[src/rtl/lcd_host_pkg.sv]
// Shared types and constants for the character-LCD Avalon host.
package lcd_host_pkg;

   typedef enum logic [1:0] {ST_INIT, ST_IDLE, ST_CMD, ST_DATA} state_t;
   typedef enum logic [1:0] {OP_INIT, OP_CLEAR, OP_NEWLINE} cmd_op_t;

   localparam logic [7:0] CMD_FUNC_SET = 8'h38;
   localparam logic [7:0] CMD_DISP_ON  = 8'h0C;
   localparam logic [7:0] CMD_CLEAR    = 8'h01;
   localparam logic [7:0] CMD_ENTRY    = 8'h06;
   localparam logic [7:0] CMD_LINE0    = 8'h80;
   localparam logic [7:0] CMD_LINE1    = 8'hC0;

   localparam logic ADDR_CMD  = 1'b0;
   localparam logic ADDR_DATA = 1'b1;

   function automatic logic [7:0] init_cmd(input logic [1:0] idx);
      logic [7:0] cmd;
      cmd = CMD_FUNC_SET;
      case (idx)
         2'd0: cmd = CMD_FUNC_SET;
         2'd1: cmd = CMD_DISP_ON;
         2'd2: cmd = CMD_CLEAR;
         2'd3: cmd = CMD_ENTRY;
         default: cmd = CMD_FUNC_SET;
      endcase
      return cmd;
   endfunction

endpackage

[src/rtl/lcd_cursor_tracker.sv]
// Cursor column/line bookkeeping for a two-line character display.
module lcd_cursor_tracker #(
   parameter int unsigned COLS = 16
) (
   input  logic                         clk,
   input  logic                         reset,
   input  logic                         advance,
   input  logic                         newline,
   input  logic                         home,
   output logic [$clog2(COLS+1)-1:0]    col,
   output logic                         line,
   output logic                         wrap
);
   import lcd_host_pkg::*;

   localparam int unsigned CW = $clog2(COLS + 1);

   // wrap flags that the next advance fills the current line
   assign wrap = (col == CW'(COLS - 1));

   always_ff @(posedge clk) begin
      if (reset) begin
         col  <= '0;
         line <= 1'b0;
      end else if (home) begin
         col  <= '0;
         line <= 1'b0;
      end else if (newline) begin
         col  <= '0;
         line <= ~line;
      end else if (advance) begin
         col  <= col + CW'(1);
      end
   end

endmodule

[src/rtl/lcd_text_writer.sv]
// Avalon-MM master: HD44780 power-up sequence, then ASCII stream to LCD writes.
module lcd_text_writer #(
   parameter int unsigned COLS = 16
) (
   input  logic       clk,
   input  logic       reset,
   input  logic       char_valid,
   input  logic [7:0] char_data,
   output logic       char_ready,
   input  logic       clear_req,
   output logic       address,
   output logic       chipselect,
   output logic       read,
   output logic       write,
   output logic [7:0] writedata,
   input  logic [7:0] readdata,
   input  logic       waitrequest,
   output logic       init_done,
   output logic       busy
);
   import lcd_host_pkg::*;

   localparam int unsigned CW = $clog2(COLS + 1);

   state_t     state, state_n;
   cmd_op_t    op, op_n;
   logic [1:0] init_idx, init_idx_n;
   logic       clear_pending, clear_pending_n;
   logic       init_done_n, write_n, address_n;
   logic [7:0] writedata_n;
   logic       advance, newline, home;
   logic [CW-1:0] col;
   logic       line, wrap;
   logic       unused_readdata;

   assign unused_readdata = ^readdata;
   assign read       = 1'b0;
   assign chipselect = write;
   assign busy       = (state != ST_IDLE);
   assign char_ready = (state == ST_IDLE) & init_done & ~clear_req & ~clear_pending;

   lcd_cursor_tracker #(.COLS(COLS)) u_cursor (
      .clk     (clk),
      .reset   (reset),
      .advance (advance),
      .newline (newline),
      .home    (home),
      .col     (col),
      .line    (line),
      .wrap    (wrap)
   );

   always_ff @(posedge clk) begin
      if (reset) begin
         state         <= ST_INIT;
         op            <= OP_INIT;
         init_idx      <= '0;
         init_done     <= 1'b0;
         clear_pending <= 1'b0;
         write         <= 1'b0;
         address       <= ADDR_CMD;
         writedata     <= '0;
      end else begin
         state         <= state_n;
         op            <= op_n;
         init_idx      <= init_idx_n;
         init_done     <= init_done_n;
         clear_pending <= clear_pending_n;
         write         <= write_n;
         address       <= address_n;
         writedata     <= writedata_n;
      end
   end

   always_comb begin
      state_n         = state;
      op_n            = op;
      init_idx_n      = init_idx;
      init_done_n     = init_done;
      clear_pending_n = clear_pending | clear_req;
      write_n         = write;
      address_n       = address;
      writedata_n     = writedata;
      advance         = 1'b0;
      newline         = 1'b0;
      home            = 1'b0;

      case (state)
         ST_INIT: begin
            write_n     = 1'b1;
            address_n   = ADDR_CMD;
            writedata_n = init_cmd(init_idx);
            op_n        = OP_INIT;
            state_n     = ST_CMD;
         end
         ST_IDLE: begin
            if (clear_req || clear_pending) begin
               write_n         = 1'b1;
               address_n       = ADDR_CMD;
               writedata_n     = CMD_CLEAR;
               op_n            = OP_CLEAR;
               clear_pending_n = 1'b0;
               state_n         = ST_CMD;
            end else if (char_valid && char_ready) begin
               if (char_data >= 8'h20 && char_data <= 8'h7E) begin
                  write_n     = 1'b1;
                  address_n   = ADDR_DATA;
                  writedata_n = char_data;
                  state_n     = ST_DATA;
               end else if (char_data == 8'h0A) begin
                  write_n     = 1'b1;
                  address_n   = ADDR_CMD;
                  writedata_n = line ? CMD_LINE0 : CMD_LINE1;
                  op_n        = OP_NEWLINE;
                  state_n     = ST_CMD;
               end
            end
         end
         ST_CMD: begin
            // a cursor move queued after a line-filling character arrives here with write low
            if (!write) begin
               write_n = 1'b1;
            end else if (!waitrequest) begin
               write_n = 1'b0;
               state_n = ST_IDLE;
               case (op)
                  OP_INIT: begin
                     if (init_idx == 2'd3) begin
                        init_done_n = 1'b1;
                     end else begin
                        init_idx_n = init_idx + 2'd1;
                        state_n    = ST_INIT;
                     end
                  end
                  OP_CLEAR:   home    = 1'b1;
                  OP_NEWLINE: newline = 1'b1;
                  default:    state_n = ST_IDLE;
               endcase
            end
         end
         ST_DATA: begin
            if (!waitrequest) begin
               write_n = 1'b0;
               advance = 1'b1;
               if (wrap) begin
                  address_n   = ADDR_CMD;
                  writedata_n = line ? CMD_LINE0 : CMD_LINE1;
                  op_n        = OP_NEWLINE;
                  state_n     = ST_CMD;
               end else begin
                  state_n = ST_IDLE;
               end
            end
         end
         default: state_n = ST_INIT;
      endcase
   end

endmodule

[config.mk]
export PLATFORM = sky130hd
export DESIGN_NAME = lcd_text_writer
export DESIGN_NICKNAME = d
export VERILOG_FILES = /design/src/rtl/lcd_host_pkg.sv /design/src/rtl/lcd_cursor_tracker.sv /design/src/rtl/lcd_text_writer.sv
export SDC_FILE = /design/constraint.sdc
export NUM_CORES = 1
export LEC_CHECK = 0
export ABC_AREA = 1
export ABC_CLOCK_PERIOD_IN_PS = 2200
export CAP_MARGIN = 15
export CORE_MARGIN = 2
export CORE_UTILIZATION = 44
export CTS_BUF_LIST = sky130_fd_sc_hd__clkbuf_4
export DETAILED_ROUTE_END_ITERATION = 7
export GPL_TIMING_DRIVEN = 0
export HOLD_SLACK_MARGIN = 0.03
export PLACE_DENSITY = 0.69
export SLEW_MARGIN = 30
export SYNTH_ARGS = -nofsm -noshare
export SYNTH_HDL_FRONTEND = slang
export SYNTH_SLANG_ARGS = --single-unit
[constraint.sdc]
create_clock -name clk -period 2.2 [get_ports clk]
set_input_delay 0.55 -clock clk [delete_from_list [all_inputs] [get_ports clk]]
set_output_delay 0.55 -clock clk [all_outputs]
set_load 0.05 [all_outputs]
Word-level counts from Yosys, hierarchy flattened

Cells that the tools add are included.

Magnitude comparators: 2
$add $sub $neg: 2
Reduce and logical (&&, ||, !) cells: 15
Bitwise gates (word level): 9
Eq/ne operators: 19
Multiplexer cells: 53

Operators with widths:

| cell                  | count |
|---|---|
| $mux W8               | 6 |
| $pmux W8 S4           | 1 |
| $mux W1               | 27 |
| $mux W2               | 13 |
| $pmux W8 S3           | 1 |
| $reduce_and A5 Y1     | 4 |
| $eq A2 B2 Y1 const B  | 5 |
| $eq A8 B4 Y1 const B  | 1 |
| $ge A8 B6 Y1 const B  | 1 |
| $le A8 B7 Y1 const B  | 1 |
| $pmux W2 S4           | 1 |
| $mux W7               | 1 |
| $eq A2 B1 Y1 const B  | 3 |
| $logic_not A2 Y1      | 3 |
| $ne A2 B2 Y1 const B  | 3 |
| $ne A3 B1 Y1 const B  | 2 |
| $pmux W2 S3           | 1 |
| $reduce_and A6 Y1     | 1 |
| $add A5 B1 Y5 const B | 1 |
| $eq A5 B4 Y1 const B  | 1 |
| $not A1 Y1            | 5 |
| $ne A2 B1 Y1 const B  | 2 |
| $ne A4 B1 Y1 const B  | 1 |
| $pmux W1 S4           | 1 |
| other kinds (11)      | 14 |

Word-level logic and storage cells: 110
Input port bits: 21
Flip-flop bits (word level): 24
Output and inout port bits: 15

Longest topological paths before layout

Depth in word-level cells: 8
Depth in mapped cells: 10
Gate-level depth less buffers: 10

Hierarchy

Synthesis repeated with hierarchy kept, for this count alone.

Cells, all modules: 207
Area total of the unflattened synthesis: 1406.3 um2

By module, submodules not included:

| module             | instances | area an instance (um2) | cells an instance | sequential area each (um2) |
|---|---|---|---|---|
| lcd_text_writer    | 1         | 1137.3                 | 172               | 360.3 |
| lcd_cursor_tracker | 1         | 269.0                  | 35                | 120.1 |

Worst setup path before layout

OpenSTA, ideal clock, no wires.

Kind: input port to output port
From: in clear_req
To: out char_ready
Buffers on the path: 0
Arrival: 1.583 ns
Data required time: 1.650 ns
Stages on the path: 5
Path slack: 0.067 ns
Path through: inv_1 > nand2_1 > nor2_8 > inv_4 > nor2_1

Longest elaborated chain between the ends: 3

RTL lines:

| what                       | line                  | text |
|---|---|---|
| from (decl)                | lcd_text_writer.sv:10 | `input logic clear_req,` |
| $not A1 Y1                 | lcd_text_writer.sv:40 | `assign char_ready = (state == ST_IDLE) & init_done & ~clear_req & ~clear_pending;` |
| $and A1 B1 Y1 (2 in a row) | lcd_text_writer.sv:40 |  |
| to (decl)                  | lcd_text_writer.sv:9  | `output logic char_ready,` |

Every way passes these cells.

Worst setup path after layout

Same ends and word-level chain as after synthesis.

==> impl_metrics.tcl <==
set metrics [dict create \
    die-height_um 59.96 \
    final-hold-violation-count 0 \
    cp_max_fo 4 \
    switchingPower_mw 0.2753 \
    synth_top_cell_area_share_pct 34.88 \
    crit_family "buffers and inverters" \
    yosysMostFrequentCell "nand2_1" \
    pwr-share-clk_pct 33.2 \
    dp_hpwl_um 2214 \
    drive_above_1_share_pct 11.02 \
    worstSetupStartpointType "primary input" \
    met1_length_um 1469 \
    initial_core_util_pct 45.87 \
    synth_edf_count 0 \
    synthTopCellsByArea "dfxtp_1 35%, nand2_1 13%, inv_1 8.2%" \
    cts_tree "done" \
    ir_drop_uv 326.4 \
    tightestPinTransition_ns 0.5035 \
    postSynthCellCount 205 \
    hp-class "reg2reg" \
    required_ns 1.65 \
    seq_area_sq_um 480.5 \
    final.min_clock_period_ns 2.136 \
    port_buffers 26 \
    path_buf_inv 4 \
    rsz0062_at_grt "false" \
    comb_power_share_pct 19.8 \
    overflow 0 \
    clk_pin_slew_ns 0.13 \
    yosysSeqAreaShare_pct 34.88 \
    syn_area_sq_mm 0.001378 \
    die_w_um 59.96 \
    drc_errors 0 \
    synth_fp_nets 232 \
    placed_area_sq_mm 0.001679 \
    skew_ns 0.006811 \
    nFillCells 318 \
    crit_path_end_kind "output pin" \
    drtAntennaViolNets 0 \
    crit_chain "clkdlybuf4s50_1 > inv_1 > nand2_2 > nor2_8 > inv_4 > nor2_2 > buf_6" \
    n_antenna_cell 0 \
    cts-root-buf "clkbuf_4" \
    synth_warnings 0 \
    power_density_mw_per_mm2 561.7 \
    syn_avg_cell_area_sq_um 6.720 \
    num_vias 1282 \
    relSlewSlack_pct 66.38 \
    fin_cells 269 \
    post-place-ws_ns -0.6316 \
    cap_violations 0 \
    drtPass1Iterations 4 \
    clockBufferDepth 2 \
    p_leak_nw 0.8445 \
    synth_top_flop_cell "dfxtp_1" \
    slew_viol_final 0 \
    initialDrtViolationCount 51 \
    total_power_mw 0.9812 \
    ios 36 \
    arrival_ns 1.59 \
    ys_async_sr_fraction_pct 0 \
    final_cell_area_sq_mm 0.001747 \
    grt_pass1_wl_um 5078 \
    grt_pass1_vias 1182 \
    fmax_ghz 0.4681 \
    wl_per_cell_um 10.95 \
    synth_top_cell_by_area "dfxtp_1" \
    layout_setup_ws_ns 0.06369 \
    intPower_mw 0.7058 \
    setup_viol 0 \
    met2_length_um 1284 \
    synthDistinctLibCells 26 \
    ys_seq_elements 24 \
    clk_latency_ns 0.33 \
    area_growth_pct 26.79 \
    fin_nets 264 \
    synth_common_cells "49 x nand2_1, 30 x inv_1, 25 x nor2_1" \
    drt-total-wl_um 2945 \
    multi_input_comb_area_sq_um 749.5 \
    slowest_delay_ns 0.40 \
    path_class "in2out" \
    status "complete, no violations" \
    cts_buffers 3 \
    place_inst 264 \
    dieArea_sq_mm 0.003595 \
    std_cell_rows 20 \
    fin_util_pct 58.17 \
    routabilityCongestion 0.8775 \
    wl_met3_um 145 \
    coreArea_sq_mm 0.003003 \
    cp_slowest_cell "clkdlybuf4s50_1" \
    antenna_found_initial 0 \
    drt-vias-per-instance 4.766 \
    cts.sinks 24 \
    htreeDepth 1 \
    grt_max_degree 15 \
    top_layer_used "met4" \
    p_seq_share_pct 47.0 \
    fin_crit_sh_pct 97.10 \
    swShare_pct 28.06 \
    grt.total_usage_pct 18.83 \
]
==> layout by cell type (no fill, tap or decap) <==
master,Yosys,routed
ha_1,6,6
buf_1,1,1
nand3_1,6,6
nor2_2,1,2
or2_1,1,1
nor3_1,2,2
buf_4,2,3
clkdlybuf4s50_1,0,23
nand2_1,49,48
nand3_2,2,2
a21oi_1,19,19
nor2_8,2,2
nor2_1,25,24
nor2_4,1,1
o21ai_1,6,6
inv_2,4,4
nand2_4,2,2
dlygate4sd2_1,0,1
o21ai_0,12,12
o211ai_1,1,1
nand4_1,1,1
inv_1,30,30
and3_1,1,1
inv_4,1,1
dfxtp_1,24,24
dlymetal6s2s_1,0,1
bufinv_16,0,1
clkbuf_4,0,3
conb_1,1,1
nand2_2,3,4
buf_6,0,1
xor2_1,2,2
==> area by class of cell <==
class	count	share of cell area (%)
well taps	33	2.364
clock buffers	3	1.289
repair buffers	27	15.47
clock inverters	1	1.719
multi-input cells	143	42.91
inverters	35	7.665
flip-flops and latches	24	27.51
plain buffers	3	1.074
==> registers in the layout, summed over array words and instances (netlist names) <==
signal / cells
state: 2
init_idx: 2
address: 1
u_cursor.col: 5
clear_pending: 1
chipselect: 1
u_cursor.line: 1
init_done: 1
writedata: 8
op: 2
==> repair_timing <==
item | CTS | global route
setup endpoints to repair | 2 | 2
hold buffers | 0 | 0
resized for setup | 7 | 4
hold endpoints to repair | 0 | 0
buffers inserted | 0 | 1
pin swaps | 0 | 1
==> tightest hold or removal path, stage by stage, from the launching register on <==
cell and delay [ns]:
dfxtp_1 0.33, nand2_1 0.06, a21oi_1 0.05
==> metrics by stage <==
stage          hold WS [ns]  TNS [ns]
6_report             0.4722         0
5_1_grt              0.5022         0
4_1_cts              0.4748  -0.05057
3_5_place_dp         0.4552   -0.6316
3_3_place_gp         0.4518   -0.6413
2_1_floorplan        0.4491         0
==> cell families after synthesis <==
family                     count (synthesis)  synth area share (%)
AOI/OAI and AO/OA                         38                 13.99
xor gates and xnor gates                   2                 1.272
adders and majority gates                  6                 5.449
buffers and inverters                     38                 11.08
DFF                                       24                 34.88
other                                      1                0.2722
and+or+nand+nor                           96                 33.06
==> metal layers <==
metal,vias to the layer above,global-route usage [%]
li1,698,-
met1,552,24.73
met2,27,31.21
met3,5,2.814
met4,0,6.667
met5,-,0
==> power groups by stage <==
stage	clock (mW)	sequential, mW	combinational (mW)
floorplan	0	0.510	0.0850
global placement	0	0.470	0.194
global route	0.356	0.463	0.214
CTS	0.328	0.461	0.195
finish	0.326	0.461	0.194
detailed placement	0	0.471	0.193
==> path summary, 6_finish.rpt <==
kind	slack (ns)	cells after the start	start	end
worst max-delay path	0.06	7	clear_req	char_ready
worst min-delay path	0.47	2	address	address
worst max register to register	0.45	9	u_cursor.col[0]	writedata[6]
worst min register to register	0.47	2	address	address
No activity file was read; power rests on OpenSTA's default activity.
